[src/rtl/uart_ram_loader_pkg.sv]
// Shared types and constants for the UART-to-RAM image loader.
// Holds the loader FSM states, the error codes and the frame start marker.
package loader_pkg;

    typedef enum logic [2:0] {
        ST_IDLE,
        ST_ADDR_L,
        ST_ADDR_H,
        ST_LEN_L,
        ST_LEN_H,
        ST_DATA,
        ST_CSUM,
        ST_RELEASE
    } state_e;

    localparam logic [1:0] ERR_NONE    = 2'b00;
    localparam logic [1:0] ERR_CSUM    = 2'b01;
    localparam logic [1:0] ERR_TIMEOUT = 2'b10;
    localparam logic [1:0] ERR_OVERRUN = 2'b11;

    localparam logic [7:0] DEFAULT_SYNC_BYTE = 8'hA5;

    // The lowest 16K of the Z80 map is ROM and must never see a write strobe.
    function automatic logic is_rom(input logic [15:0] addr);
        return addr[15:14] == 2'b00;
    endfunction

endpackage

[src/rtl/uart_ram_loader_if.sv]
// Signal bundle between the loader, the UART receive strobe, the RAM write port
// and the CPU bus request/acknowledge pins.
interface uart_ram_loader_if;
    logic [7:0]  rx_data;
    logic        rx_valid;
    logic        busak_n;
    logic        busrq_n;
    logic [15:0] mem_addr;
    logic [7:0]  mem_dout;
    logic        mem_we;
    logic        active;
    logic        done;
    logic        err;
    logic [1:0]  err_code;

    modport slave (
        input  rx_data, rx_valid, busak_n,
        output busrq_n, mem_addr, mem_dout, mem_we, active, done, err, err_code
    );

    modport master (
        output rx_data, rx_valid, busak_n,
        input  busrq_n, mem_addr, mem_dout, mem_we, active, done, err, err_code
    );
endinterface

[src/rtl/uart_ram_loader_timeout.sv]
// Inter-byte watchdog: counts idle clocks while enabled and flags expiry
// once TIMEOUT cycles have passed since the last restart.
module loader_timeout #(
    parameter int TIMEOUT   = 1000000,
    parameter int TIMEOUT_W = 20
) (
    input  logic clk,
    input  logic rst,
    input  logic restart,
    input  logic enable,
    output logic expired
);
    localparam logic [TIMEOUT_W-1:0] LIMIT = TIMEOUT_W'(TIMEOUT);

    logic [TIMEOUT_W-1:0] count;

    // NOTE: sequential state uses non-blocking assignments so every flop samples
    // the pre-edge value of its inputs regardless of statement order.
    always_ff @(posedge clk or negedge rst) begin
        if (!rst) begin
            count <= '0;
        end else if (!enable || restart) begin
            count <= '0;
        end else if (count != LIMIT) begin
            count <= count + TIMEOUT_W'(1);
        end
    end

    assign expired = enable && (count == LIMIT);
endmodule

[src/rtl/uart_ram_loader.sv]
// Receives a framed image over the UART byte strobe and writes it into the
// Z80 map, holding the CPU off the bus with BUSRQ while writing.
module uart_ram_loader
    import loader_pkg::*;
#(
    parameter logic [7:0] SYNC_BYTE = DEFAULT_SYNC_BYTE,
    parameter int         TIMEOUT   = 1000000,
    parameter int         TIMEOUT_W = 20
) (
    input logic               clk,
    input logic               rst,
    uart_ram_loader_if.slave  bus
);
    state_e      state;
    logic [15:0] addr;
    logic [15:0] remain;
    logic [7:0]  hold;
    logic        pending;
    logic [7:0]  csum;
    logic        busrq_n;
    logic [15:0] mem_addr;
    logic [7:0]  mem_dout;
    logic        mem_we;
    logic        done;
    logic        err;
    logic [1:0]  err_code;
    logic        expired;

    logic        granted;
    logic        take;
    logic        issue;
    logic [7:0]  wr_byte;

    loader_timeout #(
        .TIMEOUT   (TIMEOUT),
        .TIMEOUT_W (TIMEOUT_W)
    ) u_timeout (
        .clk     (clk),
        .rst     (rst),
        .restart (bus.rx_valid),
        .enable  (state != ST_IDLE && state != ST_RELEASE),
        .expired (expired)
    );

    // NOTE: every signal driven here gets a default first, so no path can infer a latch.
    always_comb begin
        granted = !bus.busak_n;
        take    = bus.rx_valid && (remain != 16'h0000);
        issue   = granted && (pending || take);
        wr_byte = pending ? hold : bus.rx_data;
    end

    always_ff @(posedge clk or negedge rst) begin
        if (!rst) begin
            state    <= ST_IDLE;
            addr     <= '0;
            remain   <= '0;
            hold     <= '0;
            pending  <= 1'b0;
            csum     <= '0;
            busrq_n  <= 1'b1;
            mem_addr <= '0;
            mem_dout <= '0;
            mem_we   <= 1'b0;
            done     <= 1'b0;
            err      <= 1'b0;
            err_code <= ERR_NONE;
        end else begin
            mem_we <= 1'b0;
            done   <= 1'b0;
            if (expired) begin
                // Expiry outranks a byte arriving in the same cycle.
                err      <= 1'b1;
                err_code <= ERR_TIMEOUT;
                pending  <= 1'b0;
                busrq_n  <= 1'b1;
                state    <= ST_RELEASE;
            end else begin
                case (state)
                    ST_IDLE: if (bus.rx_valid && bus.rx_data == SYNC_BYTE) begin
                        err      <= 1'b0;
                        err_code <= ERR_NONE;
                        csum     <= '0;
                        busrq_n  <= 1'b0;
                        state    <= ST_ADDR_L;
                    end
                    ST_ADDR_L: if (bus.rx_valid) begin
                        addr[7:0] <= bus.rx_data;
                        state     <= ST_ADDR_H;
                    end
                    ST_ADDR_H: if (bus.rx_valid) begin
                        addr[15:8] <= bus.rx_data;
                        state      <= ST_LEN_L;
                    end
                    ST_LEN_L: if (bus.rx_valid) begin
                        remain[7:0] <= bus.rx_data;
                        state       <= ST_LEN_H;
                    end
                    ST_LEN_H: if (bus.rx_valid) begin
                        remain[15:8] <= bus.rx_data;
                        pending      <= 1'b0;
                        state        <= ({bus.rx_data, remain[7:0]} == 16'h0000) ? ST_CSUM : ST_DATA;
                    end
                    ST_DATA: begin
                        if (take && pending && !granted) begin
                            err      <= 1'b1;
                            err_code <= ERR_OVERRUN;
                            pending  <= 1'b0;
                            busrq_n  <= 1'b1;
                            state    <= ST_RELEASE;
                        end else begin
                            // ROM-bound bytes still consume an address slot.
                            if (issue) begin
                                mem_we   <= !is_rom(addr);
                                mem_addr <= addr;
                                mem_dout <= wr_byte;
                                addr     <= addr + 16'd1;
                            end
                            if (take) begin
                                csum   <= csum ^ bus.rx_data;
                                remain <= remain - 16'd1;
                            end
                            if (take && (pending || !granted)) begin
                                hold    <= bus.rx_data;
                                pending <= 1'b1;
                            end else if (granted) begin
                                pending <= 1'b0;
                            end
                            if (remain == 16'h0000 && !pending) begin
                                state <= ST_CSUM;
                            end
                        end
                    end
                    ST_CSUM: if (bus.rx_valid) begin
                        if (bus.rx_data == csum) begin
                            done <= 1'b1;
                        end else begin
                            err      <= 1'b1;
                            err_code <= ERR_CSUM;
                        end
                        busrq_n <= 1'b1;
                        state   <= ST_RELEASE;
                    end
                    ST_RELEASE: begin
                        busrq_n <= 1'b1;
                        if (bus.busak_n) begin
                            state <= ST_IDLE;
                        end
                    end
                    default: state <= ST_IDLE;
                endcase
            end
        end
    end

    assign bus.busrq_n  = busrq_n;
    assign bus.mem_addr = mem_addr;
    assign bus.mem_dout = mem_dout;
    assign bus.mem_we   = mem_we;
    assign bus.active   = (state != ST_IDLE);
    assign bus.done     = done;
    assign bus.err      = err;
    assign bus.err_code = err_code;
endmodule
[src/flat_wrapper.sv]
// flat-port wrapper written by rule: the top's interface ports become plain ports
module uart_ram_loader_flat import loader_pkg::*;
#(
    parameter logic [7:0] SYNC_BYTE = DEFAULT_SYNC_BYTE,
    parameter int         TIMEOUT   = 1000000,
    parameter int         TIMEOUT_W = 20
)
  (clk, rst, bus_rx_data, bus_rx_valid, bus_busak_n, bus_busrq_n, bus_mem_addr, bus_mem_dout, bus_mem_we, bus_active, bus_done, bus_err, bus_err_code);
  uart_ram_loader_if bus_i ();
  input logic clk;
  input logic rst;
  input wire logic [$bits(bus_i.rx_data)-1:0] bus_rx_data;
  input wire logic [$bits(bus_i.rx_valid)-1:0] bus_rx_valid;
  input wire logic [$bits(bus_i.busak_n)-1:0] bus_busak_n;
  output wire logic [$bits(bus_i.busrq_n)-1:0] bus_busrq_n;
  output wire logic [$bits(bus_i.mem_addr)-1:0] bus_mem_addr;
  output wire logic [$bits(bus_i.mem_dout)-1:0] bus_mem_dout;
  output wire logic [$bits(bus_i.mem_we)-1:0] bus_mem_we;
  output wire logic [$bits(bus_i.active)-1:0] bus_active;
  output wire logic [$bits(bus_i.done)-1:0] bus_done;
  output wire logic [$bits(bus_i.err)-1:0] bus_err;
  output wire logic [$bits(bus_i.err_code)-1:0] bus_err_code;
  assign bus_i.rx_data = bus_rx_data;
  assign bus_i.rx_valid = bus_rx_valid;
  assign bus_i.busak_n = bus_busak_n;
  assign bus_busrq_n = bus_i.busrq_n;
  assign bus_mem_addr = bus_i.mem_addr;
  assign bus_mem_dout = bus_i.mem_dout;
  assign bus_mem_we = bus_i.mem_we;
  assign bus_active = bus_i.active;
  assign bus_done = bus_i.done;
  assign bus_err = bus_i.err;
  assign bus_err_code = bus_i.err_code;
  uart_ram_loader #(.SYNC_BYTE(SYNC_BYTE), .TIMEOUT(TIMEOUT), .TIMEOUT_W(TIMEOUT_W)) u_core (.clk(clk), .rst(rst), .bus(bus_i));
endmodule
[config.mk]
export PLATFORM = sky130hd
export DESIGN_NAME = uart_ram_loader_flat
export DESIGN_NICKNAME = d
export VERILOG_FILES = /design/src/rtl/uart_ram_loader_pkg.sv /design/src/rtl/uart_ram_loader_if.sv /design/src/rtl/uart_ram_loader_timeout.sv /design/src/rtl/uart_ram_loader.sv /design/src/flat_wrapper.sv
export SDC_FILE = /design/constraint.sdc
export NUM_CORES = 1
export LEC_CHECK = 0
export ABC_AREA = 0
export BUFFER_PORTS_ARGS = -buffer_cell sky130_fd_sc_hd__clkbuf_2
export CAP_MARGIN = 20
export CORE_MARGIN = 1.5
export CORE_UTILIZATION = 40
export CTS_CLUSTER_SIZE = 20
export DETAILED_ROUTE_END_ITERATION = 6
export GPL_ROUTABILITY_DRIVEN = 0
export MAX_ROUTING_LAYER = met4
export PLACE_DENSITY = 0.6
export SLEW_MARGIN = 20
export SYNTH_ARGS = -nofsm -noshare
export SYNTH_HDL_FRONTEND = slang
export SYNTH_SLANG_ARGS = --single-unit
export TNS_END_PERCENT = 1
[constraint.sdc]
create_clock -name clk -period 2.18 [get_ports clk]
set_input_delay 0.654 -clock clk [delete_from_list [all_inputs] [get_ports clk]]
set_output_delay 0.654 -clock clk [all_outputs]
set_load 0.03 [all_outputs]
==> flow_summary.toml, run 1 <==
[global_route]
busiest_layer = "met2"
met2_usage = 0.341
grt_pass1_wl_um = 23700
grt_pass1_vias = 4811
use_met3 = 0.0390
antenna_found_initial = 0
grtUsageMet1 = 0.274
grt_util_all_layers = 0.213
grt_max_degree = 42
grt-ovfl-total = 0

[timing]
finalWorstSetupSlack_ns = -0.0628
tightest_slew_ns = 0.621
finClkSkew_ns = 0.00658
finalSetupViolCount = 35
layout_min_cycle_time_ns = 2.24
finalCritPeriodShare = 1.03
hold_viol_final = 0
setup_tns_ns = -0.864
hold_ws_ns = 0.250
rsz0062_at_grt = "yes"
fmax_mhz = 446
slew_headroom = 0.582
slew_viol_final = 0

[route]
route.detailed.drc = 0
routedWlPerCell_um = 16.3
drtPass1Iterations = 5
ant_nets = 0
first_iter_violations = 363
via_count = 4975
wl_um = 14900
vias_per_cell = 5.46

[layout]
finalNetCount = 744
multiInputGateArea_mm2 = 0.00307
drive_above_1_share = 0.336
num_antenna_cells = 0
fill_cells = 1256
seq_area_mm2 = 0.00255
mostFrequentLayoutCells = "102 x buf_4, 101 x dfrtp_1, 65 x nor2_1, 41 x clkbuf_2, 36 x a21oi_1"
final_common_cell = "buf_4"
syn2layout_area_growth_pct = 30.5
final_util = 0.533

[critical_path]
cp.arrival_ns = 2.48
path_buf_inv = 2
crit_family = "simple AND/OR/NAND/NOR gates"
cp_data_required_time_ns = 2.41
endpoint_kind = "flop"
crit_path_top_delay_cell = "or4b_4"
reg2reg_from = "u_core.u_timeout.count[0]"
worst-path-max-fanout = 18
worst_setup_path_start_kind = "flop"
crit_path_max_incr_delay_ns = 0.50
cp-startpoint = "u_core.u_timeout.count[0]"
crit_type = "flop to flop"
path_cells = "inv_2 -> ha_1 -> or4b_4 -> nor4_4 -> and4_4 -> nor3_4 -> buf_12 -> mux2_1"

[synth]
synth_seq_cells = 102
synthFlopType = "dfrtp_1"
yosysUniqueCellTypes = 72
netlist_instances = 604
yosysWarnings = 0
avgSynthCellArea_um2 = 9.30
synthArstFlopShare = 1.00
yosysSeqAreaShare = 0.454
synth-edff-count = 0
synth_nets = 621
syn_area_mm2 = 0.00562

[die]
die-area_mm2 = 0.0148
ios = 43
rows = 43
coreArea_mm2 = 0.0138
start_util = 0.408
fp.dieW_um = 122
die_height_um = 122

[pwr]
total_power_uw = 9080
peakVddDrop_v = 0.000625
p_per_area_mw_per_mm2 = 1240
leakage_uw = 0.00326

[place]
dp.final_hpwl_um = 10800
place_ws_ns = -0.398
io_buffers = 42

[clock_tree]
clk_pin_slew_ns = 0.07
cts-htree-levels = 3
cts_tree = "yes"
numCtsBuffers = 9
clock_sinks = 102
cts_root_buffer = "clkbuf_16"
clock_latency_ns = 0.36
cts_buffer_depth = 2

[job]
drv_cap = 0

[hold_path]
hp-class = "input pin to async pin"

[outcome]
outcome = "finished with violations"
violations = "setup timing"
state kept, by name, indices dropped and copies added (netlist names), 3 cells and up:
signal	count
u_core.u_timeout.count	20
u_core.remain	16
u_core.hold	8
u_core.bus.mem_dout	8
u_core.state	3
u_core.bus.mem_addr	16
u_core.csum	8
u_core.addr	16
what timing repair did:
item	in CTS	in global routing
gates cloned	0	0
hold buffers	0	0
resized for setup	18	52
pin swaps	4	21
endpoints found under the hold margin	0	0
setup buffers	2	5
setup endpoints to repair	78	83
worst register-to-register path: cells and delay by family, from the launching register on:
kind / cells / cell delay (ns)
fa+ha+maj: 1 / 0.13
flops: 1 / 0.39
mux: 1 / 0.33
simple gates: 4 / 1.06
buf+inv: 2 / 0.22
synthesized netlist by cell type, drive strengths merged, types with 5 or more instances:
| library cell | count | area (um2) |
|---|---|---|
| ha | 5 | 62.6 |
| o22a | 6 | 52.6 |
| nor4 | 9 | 68.8 |
| mux2i | 13 | 130 |
| and3 | 16 | 100 |
| o21ai | 48 | 244 |
| nand3 | 19 | 95.1 |
| clkbuf | 28 | 106 |
| nand4 | 6 | 37.5 |
| a31oi | 8 | 50.1 |
| o2bb2ai | 5 | 43.8 |
| and4 | 5 | 46.3 |
| a22oi | 5 | 37.5 |
| o22ai | 5 | 31.3 |
| nand2b | 13 | 81.3 |
| buf | 12 | 66.3 |
| nor3 | 16 | 90.1 |
| a21oi | 40 | 200 |
| nor2 | 74 | 278 |
| or2 | 5 | 31.3 |
| nand2 | 35 | 131 |
| xnor2 | 12 | 105 |
| dfrtp | 101 | 2530 |
| mux2 | 24 | 270 |
| xor2 | 16 | 140 |
| or3 | 5 | 36.3 |
| inv | 15 | 56.3 |
layout make-up:
cell class,instances,share of cell area
multi-input combinational,447,0.419
sequential,102,0.348
timing repair buffer,152,0.152
clock buffer,11,0.0345
tap,180,0.0307
clock inverter,5,0.00785
inverter,15,0.00768
power by group:
group / internal [uW] / switching [uW]
combinational: 1930 / 2340
sequential: 2570 / 581
clock: 950 / 715
through the flow:
step	std cells	cell area, um2
floorplan	604	5640
global placement	890	6740
detailed placement	890	6740
CTS	908	7140
global route	912	7330
finish	912	7330
cell families (layout without fill, tap and decap cells):
family,count (synthesis),after routing,share of synthesized area
DFF,102,102,0.454
AOI/OAI and AO/OA,153,153,0.173
muxes,37,37,0.0713
xor gates and xnor gates,28,28,0.0436
adders and majority gates,5,5,0.0111
buffers and inverters,55,183,0.0407
and+or+nand+nor,224,224,0.206
final timing paths:
| kind | slack (ns) | cells past startpoint | end |
|---|---|---|---|
| setup / recovery | -0.06 | 8 | u_core.bus.mem_addr[1] |
| hold / removal | 0.25 | 1 | u_core.bus.err |
| setup reg to reg | -0.06 | 8 | u_core.bus.mem_addr[1] |
| hold reg to reg | 0.49 | 1 | u_core.bus.err_code[0] |
| max in group asynchronous | 1.37 | 2 | u_core.bus.mem_addr[7] |
| min in group clk | 0.49 | 1 | u_core.bus.err_code[0] |
routing by layer:
layer / share of wire / vias up
met5: 0 / -
met4: 0.015 / 0
met3: 0.037 / 16
met2: 0.50 / 90
met1: 0.45 / 2460
li1: - / 2409
No activity file was read; power rests on OpenSTA's default activity.
==> inputs of run 2 (changes only) <==
--- a/config.mk
+++ b/config.mk
@@ -13,6 +13,7 @@
 export CTS_CLUSTER_SIZE = 20
 export DETAILED_ROUTE_END_ITERATION = 6
 export GPL_ROUTABILITY_DRIVEN = 0
+export GPL_TIMING_DRIVEN = 0
 export MAX_ROUTING_LAYER = met4
 export PLACE_DENSITY = 0.6
 export SLEW_MARGIN = 20
==> flow_summary.toml, run 2 (synthesis gave the netlist of run 1 again) <==
[outcome]
outcome = "finished with violations"
violations = "setup timing"

[critical_path]
crit_type = "flop to flop"
crit_path_max_incr_delay_ns = 0.40
path_buf_inv = 2
cp.arrival_ns = 2.55
crit_family = "simple AND/OR/NAND/NOR gates"
endpoint_kind = "flop"
crit_path_top_delay_cell = "dfrtp_1"
worst-path-max-fanout = 7
reg2reg_from = "u_core.remain[0]"
path_cells = "inv_2 -> ha_4 -> nor3b_4 -> a41oi_4 -> o21ai_2 -> nor3_4 -> buf_6 -> mux2_2"
r2r_end = "u_core.bus.mem_addr[10]"
worstSetupPathDepth = 8
worst_setup_path_start_kind = "flop"
cp_data_required_time_ns = 2.42
ff2ff_path_depth = 8
r2r_slack_ns = -0.14

[pwr]
power_frac_comb = 0.442
peakVddDrop_v = 0.000685
total_power_uw = 8650
leakage_uw = 0.00292
p_per_area_mw_per_mm2 = 1260
swShare = 0.429
power_switching_uw = 3710
clkPwrFrac = 0.184
pwr-share-seq = 0.375
p_int_uw = 4930

[layout]
finalNetCount = 690
drive_above_1_share = 0.252
fill_cells = 1311
multiInputGateArea_mm2 = 0.00309
final_common_cell = "dfrtp_1"
mostFrequentLayoutCells = "98 x dfrtp_1, 67 x nor2_1, 39 x clkbuf_2, 37 x a21oi_1, 35 x nand2_1"
num_antenna_cells = 0
syn2layout_area_growth_pct = 21.8
regMostFlops = "u_core.u_timeout.count"
seq_area_mm2 = 0.00256
largest_register_ffs = 20
fin_cells = 858

[place]
place_ws_ns = -0.806
dp.final_hpwl_um = 10300
dp.cells = 818
io_buffers = 33

[hold_path]
hp-class = "input pin to async pin"

[route]
via_count = 4836
routedWlPerCell_um = 17.6
wl_um = 15100
drtPass1Iterations = 5
vias_per_cell = 5.64
first_iter_violations = 361
ant_nets = 0
route.detailed.drc = 0

[die]
coreArea_mm2 = 0.0138
die-area_mm2 = 0.0148
fp.dieW_um = 122
ios = 43
start_util = 0.408
die_height_um = 122
rows = 43

[global_route]
use_met3 = 0.0498
grt_pass1_wl_um = 24800
grtUsageMet1 = 0.295
met2_usage = 0.343
busiest_layer = "met2"
grt_pass1_vias = 4727
antenna_found_initial = 0
grt_util_all_layers = 0.224
grt_max_degree = 63
grt-ovfl-total = 0

[timing]
finClkSkew_ns = 0.0152
slew_headroom = 0.495
slew_viol_final = 0
finalSetupViolCount = 65
finalWorstSetupSlack_ns = -0.136
hold_viol_final = 0
tightest_slew_ns = 0.757
fmax_mhz = 432
setup_tns_ns = -5.64
rsz0062_at_grt = "yes"
finalCritPeriodShare = 1.06
hold_ws_ns = 0.203
layout_min_cycle_time_ns = 2.32

[clock_tree]
cts-htree-levels = 3
cts_tree = "yes"
clk_pin_slew_ns = 0.08
cts_root_buffer = "clkbuf_16"
clock_sinks = 102
numCtsBuffers = 9
cts_buffer_depth = 2
clock_latency_ns = 0.36

[job]
drv_cap = 0
[run 2: cell count changes in the layout (fill, tap and decap cells not counted), moves of 3 or more]
cell / change
buf_12: -5
buf_2: +3
dfrtp_1: -3
a211oi_2: -3
dfrtp_2: +3
clkbuf_1: +20
buf_4: -78
buf_6: +5
a211oi_1: +3
o21ai_0: +4
[run 2: area by class of cell]
cell class,instances,share of cell area
multi-input combinational,447,0.451
sequential,102,0.374
timing repair buffer,60,0.0596
clock buffer,9,0.0329
tap,180,0.0329
buffer,38,0.0314
clock inverter,7,0.00987
inverter,15,0.00823
[run 2: how the worst max path moves through the flow]
| stage | from | endpoint |
|---|---|---|
| after floorplan | u_core.state[2] | u_core.remain[5] |
| after global placement | rst | u_core.bus.mem_dout[3] |
| after detailed placement | u_core.remain[0] | u_core.csum[1] |
| after CTS | u_core.u_timeout.count[1] | u_core.bus.mem_addr[9] |
| after global routing | u_core.u_timeout.count[0] | u_core.csum[5] |
| final | u_core.remain[0] | u_core.bus.mem_addr[10] |
[run 2: metal layers]
layer | wire, um | vias to the layer above
met1 | 6780 | 2378
met2 | 7290 | 143
met4 | 248 | 0
met3 | 789 | 19
met5 | 0 | -
li1 | - | 2296
[run 2: repair_timing]
item,in CTS,in global routing
gates cloned,2,0
endpoints found under the setup margin,84,87
pin swaps,9,14
resized for setup,57,38
hold buffers,0,0
setup buffers,16,8
[run 2: through the flow]
stage	instance area, um2	util
after detailed placement	6070	0.441
after CTS	6680	0.485
after floorplan	5640	-
after global routing	6840	0.497
final	6840	0.497
after global placement	6030	0.438
[run 2: power groups by stage]
stage	sequential (uW)	clock [uW]	combinational (uW)
after floorplan	3520	0	2050
after global routing	3330	1700	4200
after global placement	3160	0	3270
final	3240	1590	3820
after detailed placement	3200	0	3340
after CTS	3210	1630	3660
[run 2: worst register-to-register path: cells and delay by family (launching register included)]
kind	cells	cell delay (ns)
AOI/OAI and AO/OA	2	0.52
adders and majority gates	1	0.15
buffers and inverters	2	0.27
DFF	1	0.40
muxes	1	0.33
and+or+nand+nor	2	0.52
